**config.mk**
```make
export PLATFORM = sky130hd
export DESIGN_NAME = video_stream_sequencer
export DESIGN_NICKNAME = d
export VERILOG_FILES = /design/src/rtl/video_stream_sequencer.sv
export SDC_FILE = /design/constraint.sdc
export NUM_CORES = 1
export LEC_CHECK = 0
export CORE_UTILIZATION = 30
export DETAILED_ROUTE_END_ITERATION = 8
export DONT_BUFFER_PORTS = 1
export HOLD_SLACK_MARGIN = 0.08
export MAX_ROUTING_LAYER = met4
export REMOVE_ABC_BUFFERS = 1
export SETUP_SLACK_MARGIN = 0.1
export SYNTH_ARGS = -nofsm -noshare
export SYNTH_HDL_FRONTEND = slang
export SYNTH_SLANG_ARGS = --single-unit
```
**constraint.sdc**
```tcl
create_clock -name clk -period 10.7 [get_ports clk]
set_clock_uncertainty 0.1 [all_clocks]
set_input_delay 2.14 -clock clk [delete_from_list [all_inputs] [get_ports clk]]
set_output_delay 2.14 -clock clk [all_outputs]
set_load 0.02 [all_outputs]
```
**src/rtl/video_stream_sequencer.sv**
```systemverilog
// Raster reader for a frame buffer: issues one read per pixel and streams the returned
// pixels as Avalon-ST packets (one packet per frame) through a 2-entry output FIFO.
module video_stream_sequencer #(
   parameter int H_PIXELS = 320,
   parameter int V_LINES  = 240,
   parameter int ADDR_W   = 17,
   parameter int DATA_W   = 12
) (
   input  logic              clk,
   input  logic              reset,
   input  logic              enable,
   input  logic [2:0]        mode_req,
   output logic [ADDR_W-1:0] rd_addr,
   input  logic [DATA_W-1:0] rd_data,
   output logic              rd_issue,
   output logic [DATA_W-1:0] src_data,
   output logic              src_valid,
   input  logic              src_ready,
   output logic              src_sop,
   output logic              src_eop,
   output logic [2:0]        mode_active,
   output logic              frame_done
);

   localparam int COL_W = (H_PIXELS > 1) ? $clog2(H_PIXELS) : 1;
   localparam int ROW_W = (V_LINES > 1) ? $clog2(V_LINES) : 1;
   localparam logic [COL_W-1:0] COL_LAST = COL_W'(H_PIXELS - 1);
   localparam logic [ROW_W-1:0] ROW_LAST = ROW_W'(V_LINES - 1);

   typedef enum logic [1:0] {IDLE, RUN, DRAIN} state_t;

   state_t            state;
   logic [COL_W-1:0]  col;
   logic [ROW_W-1:0]  row;
   logic              infl, infl_sop, infl_eop;
   logic [DATA_W-1:0] fifo_data [2];
   logic [1:0]        fifo_sop, fifo_eop;
   logic              wr_ptr, rd_ptr;
   logic [1:0]        count;
   logic              pop, first_px, last_px;

   assign first_px  = (col == '0) && (row == '0);
   assign last_px   = (col == COL_LAST) && (row == ROW_LAST);
   assign src_valid = (count != 2'd0);
   assign pop       = src_valid & src_ready;
   assign src_data  = fifo_data[rd_ptr];
   assign src_sop   = src_valid & fifo_sop[rd_ptr];
   assign src_eop   = src_valid & fifo_eop[rd_ptr];

   // Crediting this cycle's pop lets a read issue every clock without ever
   // committing more than two pixels to the FIFO, whatever src_ready does next.
   assign rd_issue = (state == RUN) &&
                     (({1'b0, count} + {2'b00, infl} - {2'b00, pop}) < 3'd2);

   // NOTE: every register below is updated with non-blocking assignments so all
   // of them sample the pre-edge values of one another, exactly like the flops.
   always_ff @(posedge clk or posedge reset) begin
      if (reset) begin
         state       <= IDLE;
         col         <= '0;
         row         <= '0;
         rd_addr     <= '0;
         infl        <= 1'b0;
         infl_sop    <= 1'b0;
         infl_eop    <= 1'b0;
         // NOTE: the two FIFO slots are reset only because src_data must read
         // zero out of reset; a deeper buffer would gate the output instead.
         fifo_data   <= '{default: '0};
         fifo_sop    <= '0;
         fifo_eop    <= '0;
         wr_ptr      <= 1'b0;
         rd_ptr      <= 1'b0;
         count       <= 2'd0;
         mode_active <= 3'd0;
         frame_done  <= 1'b0;
      end else begin
         if (rd_issue) begin
            if (col == COL_LAST) begin
               col <= '0;
               row <= (row == ROW_LAST) ? '0 : row + ROW_W'(1);
            end else begin
               col <= col + COL_W'(1);
            end
            rd_addr <= last_px ? '0 : rd_addr + ADDR_W'(1);
         end

         infl     <= rd_issue;
         infl_sop <= rd_issue & first_px;
         infl_eop <= rd_issue & last_px;

         if (infl) begin
            fifo_data[wr_ptr] <= rd_data;
            fifo_sop[wr_ptr]  <= infl_sop;
            fifo_eop[wr_ptr]  <= infl_eop;
            wr_ptr            <= ~wr_ptr;
         end
         if (pop)
            rd_ptr <= ~rd_ptr;
         count <= count + {1'b0, infl} - {1'b0, pop};

         frame_done <= pop & src_eop;
         if (pop & src_sop)
            mode_active <= mode_req;

         case (state)
            IDLE:    if (enable) state <= RUN;
            RUN:     if (rd_issue && last_px && !enable) state <= DRAIN;
            DRAIN:   if ((count == 2'd0) && !infl) state <= IDLE;
            default: state <= IDLE;
         endcase
      end
   end

endmodule
```
==> results of run 1 <==
[kinds of logic after synthesis]
kind of cell / Yosys count
flops: 75
buf+inv: 30
xor+xnor: 18
simple gates: 106
fa+ha+maj: 8
mux: 49
compound gates: 34
[final cells by class]
class | count | area, µm²
multi-input cells | 215 | 1600
clock buffers | 9 | 225
inverters | 16 | 60.1
well taps | 143 | 179
flip-flops and latches | 75 | 1880
clock inverters | 7 | 108
repair buffers | 2 | 15.0
fillers | 1105 | 7460
[power groups by stage]
| stage | Combinational (mW) | Clock (mW) | Sequential [mW] |
|---|---|---|---|
| after floorplan | 0.296 | 0 | 0.427 |
| after global placement | 0.349 | 0 | 0.446 |
| after detailed placement | 0.354 | 0 | 0.449 |
| after CTS | 0.356 | 0.345 | 0.445 |
| after global routing | 0.392 | 0.358 | 0.458 |
| final | 0.350 | 0.336 | 0.443 |
[cells in the final DEF, fill, tap and decap left out, types with 6 or more instances in the layout]
cell type,n
dfrtp_1,75
mux2_2,44
nand2_1,22
nor2_1,19
inv_1,15
o21ai_0,14
nor3_1,12
nand3_1,10
xnor2_1,9
clkbuf_16,9
xor2_1,8
nand4_1,8
ha_1,7
nor4_1,6
a21oi_1,6
[metrics by stage]
step / setup WS (ns) / hold slack, ns / std cells / power, mW
final: 3.88 / 0.387 / 467 / 1.13
after floorplan: 4.23 / 0.354 / 306 / 0.723
after global placement: 3.91 / 0.368 / 451 / 0.794
after CTS: 3.85 / 0.386 / 467 / 1.15
after global routing: 3.61 / 0.410 / 467 / 1.21
after detailed placement: 3.87 / 0.374 / 451 / 0.803
[routing by layer]
metal  share of wire (%)  up-vias
met5                   0        -
met4                 1.6        0
met3                 8.2       13
met2                  46       55
met1                  45     1153
li1                    -     1133
[worst paths after layout]
kind,startpoint,to,cells after the start
max,src_ready,rd_issue,9
min reg2reg,wr_ptr$_DFFE_PP0P_,wr_ptr$_DFFE_PP0P_,1
min in group asynchronous,reset,fifo_data[20]$_DFFE_PP0P_,1
max reg2reg,count[1]$_DFF_PP0_,rd_addr[15]$_DFFE_PP0N_,10
max in group asynchronous,reset,count[0]$_DFF_PP0_,2
min,wr_ptr$_DFFE_PP0P_,wr_ptr$_DFFE_PP0P_,1
[critical path, delay by kind of cell]
family	cells	cell delay (ns)
and+or+nand+nor	2	0.78
AOI/OAI and AO/OA	1	0.13
buffers and inverters	3	0.58
adders and majority gates	3	0.94
[registers in the layout (all words and copies together), names as in the netlist]
name and count:
col 9, count 2, fifo_data 24, fifo_eop 2
fifo_sop 2, frame_done 1, infl 1, infl_eop 1
infl_sop 1, mode_active 3, rd_addr 17, rd_ptr 1
row 8, state 2, wr_ptr 1
==> run metrics, run 1 <==
status=complete, but fails checks; failing checks=DRC; most frequent cells after synthesis=dfrtp_1, mux2_2, nand2_1, nor2_1, inv_1; CP dominant cell by count=inv_1; max cap viols=0; GRT busiest layer=met2; CTS tree=done; row count=39; core region area=between 0.01 and 0.015 mm²; post-synthesis instance total=320; TNS Setup=0 ns; met1 Usage GRT=15.7%; Reg clk slew, reported paths=about 0.060 ns; Ports=56; Worst path max stage delay=0.48 ns; Synth warnings=0; post-synthesis mux area share=15.2%; Buffers on Ports=0; RD Place Congestion=0.731; complex-gate fraction of the synthesized area=5.83%; Worst R2R Setup Slack=6.88 ns; Post-DP Area=0.00373 mm²; synthesized area=approximately 0.0036 mm²; Seq cells post-synth=75; required time of the critical path=8.46 ns; Root Buffer=clkbuf_16; setup violators final=0; Critical Path Sink Type=output port; worst skew pair latency=0.33 ns; Die Area=0.0124 mm²; Flop pwr share=just under 40%; Clk network pwr share=29.8%; Post-Synth Simple-Gate Area=15.7%; NumNets Final=346; drt pass-1 iters=7; vias in the first global route=2421; Leakage=around 1.7 nW; GR met3 Demand/Resource=~4.9%; f_max=147 MHz; vias=2354; fin crit period=6.82 ns; hold-fix buffer count after cts=0; reported net switching power=417 µW; initial core utilization=31.1%; drt drc=12; Final Hold Fails=0; CTS Buf Count=9; post-synthesis sequential area ratio=52.4%; final WL=between 7 and 8 mm; startpoint types=input pin; share of cells above drive strength 1=21.3%; first-pass GRT wire length=12.2 mm; Int Pwr=711 µW; Data arrival, critical path=4.58 ns; CP Cell Sequence=o21ai_0 > inv_1 > ha_1 > inv_1 > ha_1 > fa_1 > nor3b_1 > nand2_1 > inv_1; Slew @ Worst Pin=0.734 ns; sw frac=36.9%; Setup Fix Bufs, Post-CTS=0; synth unique cells=41; main combinational cell family by area after synthesis=simple AND/OR/NAND/NOR gates; relative slew slack=51.0%; Routed Antenna Nets=0; antenna violations before repair=0; clock tree sinks=75; Final Core Density=35.2%; max-slew violations=0; largest net degree at the start of global routing=57; xor/xnor share of the synthesized area=under 10%; Synth area leader=dfrtp_1; Syn Area/Cell=11.2 µm²; die span in x=111 µm; routed length per instance=around 15 µm; Clock Tree Buf Depth=2; hpwl dp=slightly below 5 mm; number of enable flip-flop cells after synthesis=0; grt met2 use=19.2%; post-CTS sizing=0; Diodes inserted=0; CP Max Fanout=23; leading post-synthesis cells by cell area=dfrtp_1, mux2_2, ha_1; total grt overflow=0; critical path class=input pin to output port; most common cell in the netlist=dfrtp_1; Die Ht=111 µm; H-tree depth=3; Tot GR Track Use=12.8%; slowest CP cell=fa_1; dominant synthesized flop cell=dfrtp_1; P&R area growth vs syn=13.3%; Worst IR Drop VDD=between 0.1 and 0.15 mV; Logic pwr share=31.0%; RSZ-0062 raised after global routing=false; Hold Crit Class=flop to flop; adder-cell share of the synthesized area=3.00%; area share of the largest cell type after synthesis=between 50% and 60%; 1st-iter DRT viols=roughly 160; via density per instance=about 5; final instance area=0.00406 mm²; FFs w/ async S/R, synth=100%; Pwr Density=between 200 and 300 mW/mm²; period utilization=a little under two thirds
No activity file was read; power rests on OpenSTA's default activity.
==> inputs of run 2 (changes only) <==
==> constraint.sdc (replaced) <==
create_clock -name clk -period 5.6 [get_ports clk]
set_clock_uncertainty 0.1 [all_clocks]
set_input_delay 1.12 -clock clk [delete_from_list [all_inputs] [get_ports clk]]
set_output_delay 1.12 -clock clk [all_outputs]
set_load 0.02 [all_outputs]
==> run 2 against run 1 <==
Effect of this change: the flow still finishes with violations (DRC); critical path type unchanged; final cell count is 0.21% higher; largest power group unchanged; via count is 0.55% higher; routed wire length is 0.63% lower; first-iteration DRC count is 7.6% higher; worst hold slack worse by 0.0017 ns; non-clock buffer count is 1 higher; clock-buffer cell count stayed put; utilization is 0.20 points lower; setup slack worse by 2.8 ns; total power is 87% higher; register-to-register slack worse by 5.0 ns; combinational power is 96% higher.
==> run metrics, run 2 (synthesized netlist as in run 1, its figures left out) <==
status=complete, but fails checks; failing checks=DRC; Slew @ Worst Pin=0.964 ns (+0.229 ns); Data arrival, critical path=3.26 ns (-1.32 ns); Worst Hold Slack=0.385 ns (-0.00167 ns); share of cells above drive strength 1=21.5% (+0.24 points); commonest non-fill, non-tap cells in the layout=dfrtp_1, mux2_2, nand2_1; RSZ-0062 raised after global routing=false; Hold Crit Class=flop to flop; vias in the first global route=2416 (-0.21%); f_max=223 MHz; Reg clk slew, reported paths=0.06 ns (about the same); Worst IR Drop VDD=0.216 mV (+84%); CTS Buf Count=9 (unchanged); biggest regs=fifo_data: 24 flops, rd_addr: 17 flops, col: 9 flops; die span in x=111 µm (unchanged); largest reg by FF count=fifo_data; most common cell after layout, fill and taps aside=dfrtp_1; Pwr Density=523 mW/mm² (+88%); Setup Fix Bufs, Post-CTS=0 (unchanged); critical path class=input pin to output port; drt pass-1 iters=6 (-1); Routed Antenna Nets=0 (unchanged); hpwl dp=4.72 mm (-2.0%); Buffers on Ports=0 (unchanged); row count=39 (unchanged); Ports=56 (unchanged); RD Place Congestion=0.732 (+0.11%); NumNets Final=347 (+0.29%); 1st-iter DRT viols=169 (+7.6%); relative slew slack=35.7% (-15 points); startpoint types=input pin; CP Cell Sequence=o21ai_0 > inv_1 > ha_1 > inv_1 > ha_1 > fa_1 > nor3b_1 > nand2_1 > buf_4 > inv_1; Largest register FFs=24 (unchanged); H-tree depth=3 (unchanged); fin crit period=about 4.5 ns; via density per instance=5.06 (+0.34%); core region area=0.0115 mm² (unchanged); setup violators final=0 (unchanged); hold-fix buffer count after cts=0 (unchanged); post-CTS sizing=0 (unchanged); slowest CP cell=fa_1; vias=2367 (+0.55%); initial core utilization=31.1% (unchanged); worst skew pair latency=0.33 ns (about the same); Die Ht=111 µm (unchanged); Die Area=0.0124 mm² (unchanged); largest net degree at the start of global routing=76 (+33%); Final Hold Fails=0 (unchanged); antenna violations before repair=0 (unchanged); max-slew violations=0 (unchanged); first-pass GRT wire length=11.9 mm (-2.0%); final WL=7.00 mm (-0.63%); max cap viols=0 (unchanged); Tot GR Track Use=12.6% (-0.27 points); Clock Tree Buf Depth=2 (unchanged); required time of the critical path=4.38 ns (-4.08 ns); routed length per instance=14.9 µm (-0.84%); Root Buffer=clkbuf_16; Worst path max stage delay=0.49 ns (about the same); Leakage=1.73 nW (-0.27%); CP dominant cell by count=inv_1; Critical Path Sink Type=output port; total grt overflow=0 (unchanged); Diodes inserted=0 (unchanged); period utilization=80.1%; drt drc=12 (unchanged); CTS tree=done; P&R area growth vs syn=12.7%; CP Max Fanout=23 (unchanged); clock tree sinks=75 (unchanged); TNS Setup=0 ns (unchanged)
-- run 2: cell types whose count changed in the layout (fill, tap and decap cells not counted) --
cell / delta
clkinv_4: +3
clkinv_2: +2
inv_6: -2
buf_4: +1
bufinv_16: -1
clkinvlp_4: -1
inv_8: -1
-- run 2: worst paths after layout --
check | slack [ns] | start | cells after the start | end
worst max-delay path | 1.12 | src_ready | 10 | rd_issue
worst min-delay path | 0.39 | wr_ptr$_DFFE_PP0P_ | 1 | wr_ptr$_DFFE_PP0P_
worst max register to register | 1.85 | count[1]$_DFF_PP0_ | 10 | rd_addr[11]$_DFFE_PP0N_
worst min register to register | 0.39 | wr_ptr$_DFFE_PP0P_ | 1 | wr_ptr$_DFFE_PP0P_
max in group asynchronous | 3.90 | reset | 2 | mode_active[1]$_DFFE_PP0P_
min in group asynchronous | 0.86 | reset | 2 | fifo_data[20]$_DFFE_PP0P_
-- run 2: per-layer routing --
| layer | track usage, % | vias to the layer above | share of wire (%) |
|---|---|---|---|
| met5 | - | - | 0 |
| met4 | 5.95 | 0 | 2.0 |
| met3 | 5.08 | 10 | 9.6 |
| met2 | 18.9 | 64 | 46 |
| met1 | 14.6 | 1162 | 42 |
| li1 | - | 1131 | - |
-- run 2: metrics by stage --
step | std cells | setup slack (ns) | util, % | area [µm²] | power (mW)
floorplan | 306 | 0.964 | - | 3530 | 1.38
global placement | 452 | 1.18 | 32.4 | 3730 | 1.53
detailed placement | 452 | 1.12 | 32.4 | 3730 | 1.55
CTS | 468 | 1.09 | 35.1 | 4040 | 2.15
global route | 468 | 0.875 | 35.1 | 4040 | 2.26
finish | 468 | 1.12 | 35.1 | 4040 | 2.11
-- run 2: where the power goes --
| part | leakage (nW) | internal (mW) | switching, mW |
|---|---|---|---|
| clock | 0.151 | 0.348 | 0.228 |
| combinational | 0.636 | 0.280 | 0.404 |
| sequential | 0.947 | 0.691 | 0.157 |
| total | 1.73 | 1.32 | 0.789 |
-- run 2: area by class of cell --
type                            instances  area [µm²]
Clock buffer                            9         225
Clock inverter                          7        77.6
Fill cell                            1128        7480
Inverter                               16        60.1
Multi-Input combinational cell        215        1600
Sequential cell                        75        1880
Tap cell                              143         179
Timing Repair Buffer                    3        22.5
-- run 2: critical path, delay by kind of cell --
kind,cells,cell delay (ns)
AND/OR/NAND/NOR,2,0.43
adder cells (fa/ha/maj),3,0.95
buffers and inverters,4,0.63
AO/OA/AOI/OAI,1,0.13
==> inputs of run 3 (changes only) <==
==> constraint.sdc (replaced) <==
create_clock -name clk -period 4.35 [get_ports clk]
set_clock_uncertainty 0.1 [all_clocks]
set_input_delay 0.87 -clock clk [delete_from_list [all_inputs] [get_ports clk]]
set_output_delay 0.87 -clock clk [all_outputs]
set_load 0.02 [all_outputs]
==> run 3 against run 2 <==
Effect of this change: the run still ends with DRC left; clock-buffer cell count unchanged; utilization up 0.32 points; first-iteration DRC count down 5.9%; global-route usage up 0.40 points; setup slack worse by 0.62 ns; total power up 32%; routed wire length up 2.0%; worst hold slack better by 0.0050 ns; combinational power up 37%; non-clock buffer count up 4; via count up 0.51%; sequential share of layout area down 0.41 points.
==> run metrics, run 3 (synthesized netlist as in run 1, its figures left out) <==
antenna violations before repair=0 (unchanged); Data arrival, critical path=2.88 ns (-0.38 ns); 1st-iter DRT viols=159 (-5.9%); core region area=0.0115 mm² (unchanged); Flop pwr share=39.0% (-1.2 points); Ports=56 (unchanged); Clock Tree Buf Depth=2 (unchanged); status=complete, but fails checks; H-tree depth=3 (unchanged); vias in the first global route=2492 (+3.1%); relative slew slack=50.0% (+14 points); Routed Antenna Nets=0 (unchanged); most common cell after layout, fill and taps aside=dfrtp_1; reported net switching power=1.04 mW (+31%); Worst R2R Setup Slack=0.79 ns (-1.06 ns); Int Pwr=1.75 mW (+33%); Slew @ Worst Pin=0.749 ns (-0.214 ns); f_max=260 MHz; Die Area=0.0124 mm² (unchanged); Pwr Density=685 mW/mm² (+31%); final WL=7.14 mm (+2.0%); Logic pwr share=33.7% (+1.2 points); initial core utilization=31.1% (unchanged); Final Non-Filler Cells=472 (+0.85%); via density per instance=5.04 (-0.34%); Worst IR Drop VDD=0.247 mV (+14%); critical path class=flop to output port; RD Place Congestion=0.755 (+3.1%); Clk network pwr share=27.3% (about the same); die span in x=111 µm (unchanged); NumNets Final=351 (+1.2%); period utilization=88.5%; drt drc=12 (unchanged); Leakage=1.74 nW (+0.57%); Setup Fix Bufs, Post-CTS=0 (unchanged); startpoint types=flop; total grt overflow=0 (unchanged); Largest register FFs=24 (unchanged); fin crit period=3.85 ns; Diodes inserted=0 (unchanged); vias=2379 (+0.51%); R2R Path End=rd_addr[11]$_DFFE_PP0N_; RSZ-0062 raised after global routing=false; sw frac=37.2% (-0.23 points); post-CTS sizing=0 (unchanged); CTS Buf Count=9 (unchanged); worst-case reg-to-reg path depth=10 (unchanged); RR Startpoint=count[1]$_DFF_PP0_; share of cells above drive strength 1=22.5% (+0.95 points); drt pass-1 iters=6 (unchanged); Critical Path Sink Type=output port; worst skew pair latency=0.33 ns (about the same); clock tree sinks=75 (unchanged); max-slew violations=0 (unchanged); Hold Crit Class=flop to flop; Buffers on Ports=0 (unchanged); failing checks=DRC; TNS Setup=0 ns (unchanged); setup violators final=0 (unchanged); P&R area growth vs syn=13.7%; Root Buffer=clkbuf_16; first-pass GRT wire length=12.3 mm (+3.0%); routed length per instance=15.1 µm (+1.2%); Final Core Density=35.4% (+0.32 points); hold-fix buffer count after cts=0 (unchanged); Final Hold Fails=0 (unchanged); Reg clk slew, reported paths=0.06 ns (about the same); CTS tree=done; row count=39 (unchanged); Crit. Startpoint=count[1]$_DFF_PP0_; hpwl dp=4.88 mm (+3.3%); max cap viols=0 (unchanged); Worst Hold Slack=0.390 ns (+0.00503 ns); placed insts=456 (+0.88%); commonest non-fill, non-tap cells in the layout=dfrtp_1, mux2_2, nand2_1; CP Max Fanout=6 (-74%); biggest regs=fifo_data: 24 flops, rd_addr: 17 flops, col: 9 flops; largest reg by FF count=fifo_data; Tot GR Track Use=13.0% (+0.40 points); largest net degree at the start of global routing=41 (-46%); required time of the critical path=3.38 ns (-1.00 ns); Worst Setup EP=rd_issue; Die Ht=111 µm (unchanged)
==> run 3: cell count changes in the layout (fill, tap and decap cells not counted), sizes merged <==
cell      delta
inv          +1
clkinvlp     +3
buf          +4
clkinv       -4
==> run 3: how the worst min path moves through the flow <==
stage                         end  cells after the start               start  slack (ns)
2_1_floorplan  wr_ptr$_DFFE_PP0P_                      1  wr_ptr$_DFFE_PP0P_        0.35
3_3_place_gp   wr_ptr$_DFFE_PP0P_                      1  wr_ptr$_DFFE_PP0P_        0.37
3_5_place_dp   wr_ptr$_DFFE_PP0P_                      1  wr_ptr$_DFFE_PP0P_        0.38
4_1_cts        wr_ptr$_DFFE_PP0P_                      1  wr_ptr$_DFFE_PP0P_        0.39
5_1_grt        wr_ptr$_DFFE_PP0P_                      1  wr_ptr$_DFFE_PP0P_        0.41
6_report       wr_ptr$_DFFE_PP0P_                      1  wr_ptr$_DFFE_PP0P_        0.39
==> run 3: cell type report <==
cell class / instances / area [µm²]
multi-input cells: 215 / 1600
repair buffers: 7 / 52.6
clock inverters: 7 / 83.8
inverters: 16 / 60.1
well taps: 143 / 179
flip-flops and latches: 75 / 1880
clock buffers: 9 / 225
fillers: 1131 / 7440
==> run 3: metrics by stage <==
| stage | setup WS [ns] | power [mW] | instance area (µm²) |
|---|---|---|---|
| after floorplan | -0.0360 | 1.78 | 3530 |
| after global placement | 0.634 | 2.03 | 3760 |
| after detailed placement | 0.591 | 2.05 | 3760 |
| after CTS | 0.451 | 2.83 | 4070 |
| after global routing | 0.242 | 2.96 | 4070 |
| final | 0.499 | 2.79 | 4070 |
==> run 3: power by group through the flow <==
stage               logic [mW]  registers [mW]  clock network (mW)
finish                   0.941            1.09               0.760
global route              1.03            1.12               0.808
CTS                      0.957            1.09               0.783
detailed placement       0.950            1.10                   0
global placement         0.935            1.09                   0
floorplan                0.729            1.05                   0
==> run 3: worst max-delay path, cell delays in order, from the launching register on <==
cell     delay [ns]
dfrtp_1        0.46
o21ai_0        0.35
inv_1          0.09
ha_1           0.28
inv_1          0.04
ha_1           0.19
fa_1           0.48
nor3b_1        0.20
buf_4          0.14
nand2_1        0.09
inv_1          0.09
buf_4          0.14
==> run 3: routing by layer <==
metal  wire (µm)  global-route usage, %
met1        3190                   15.5
met2        3310                   19.8
met3         542                   5.03
met4          99                   4.59
met5           0                      -
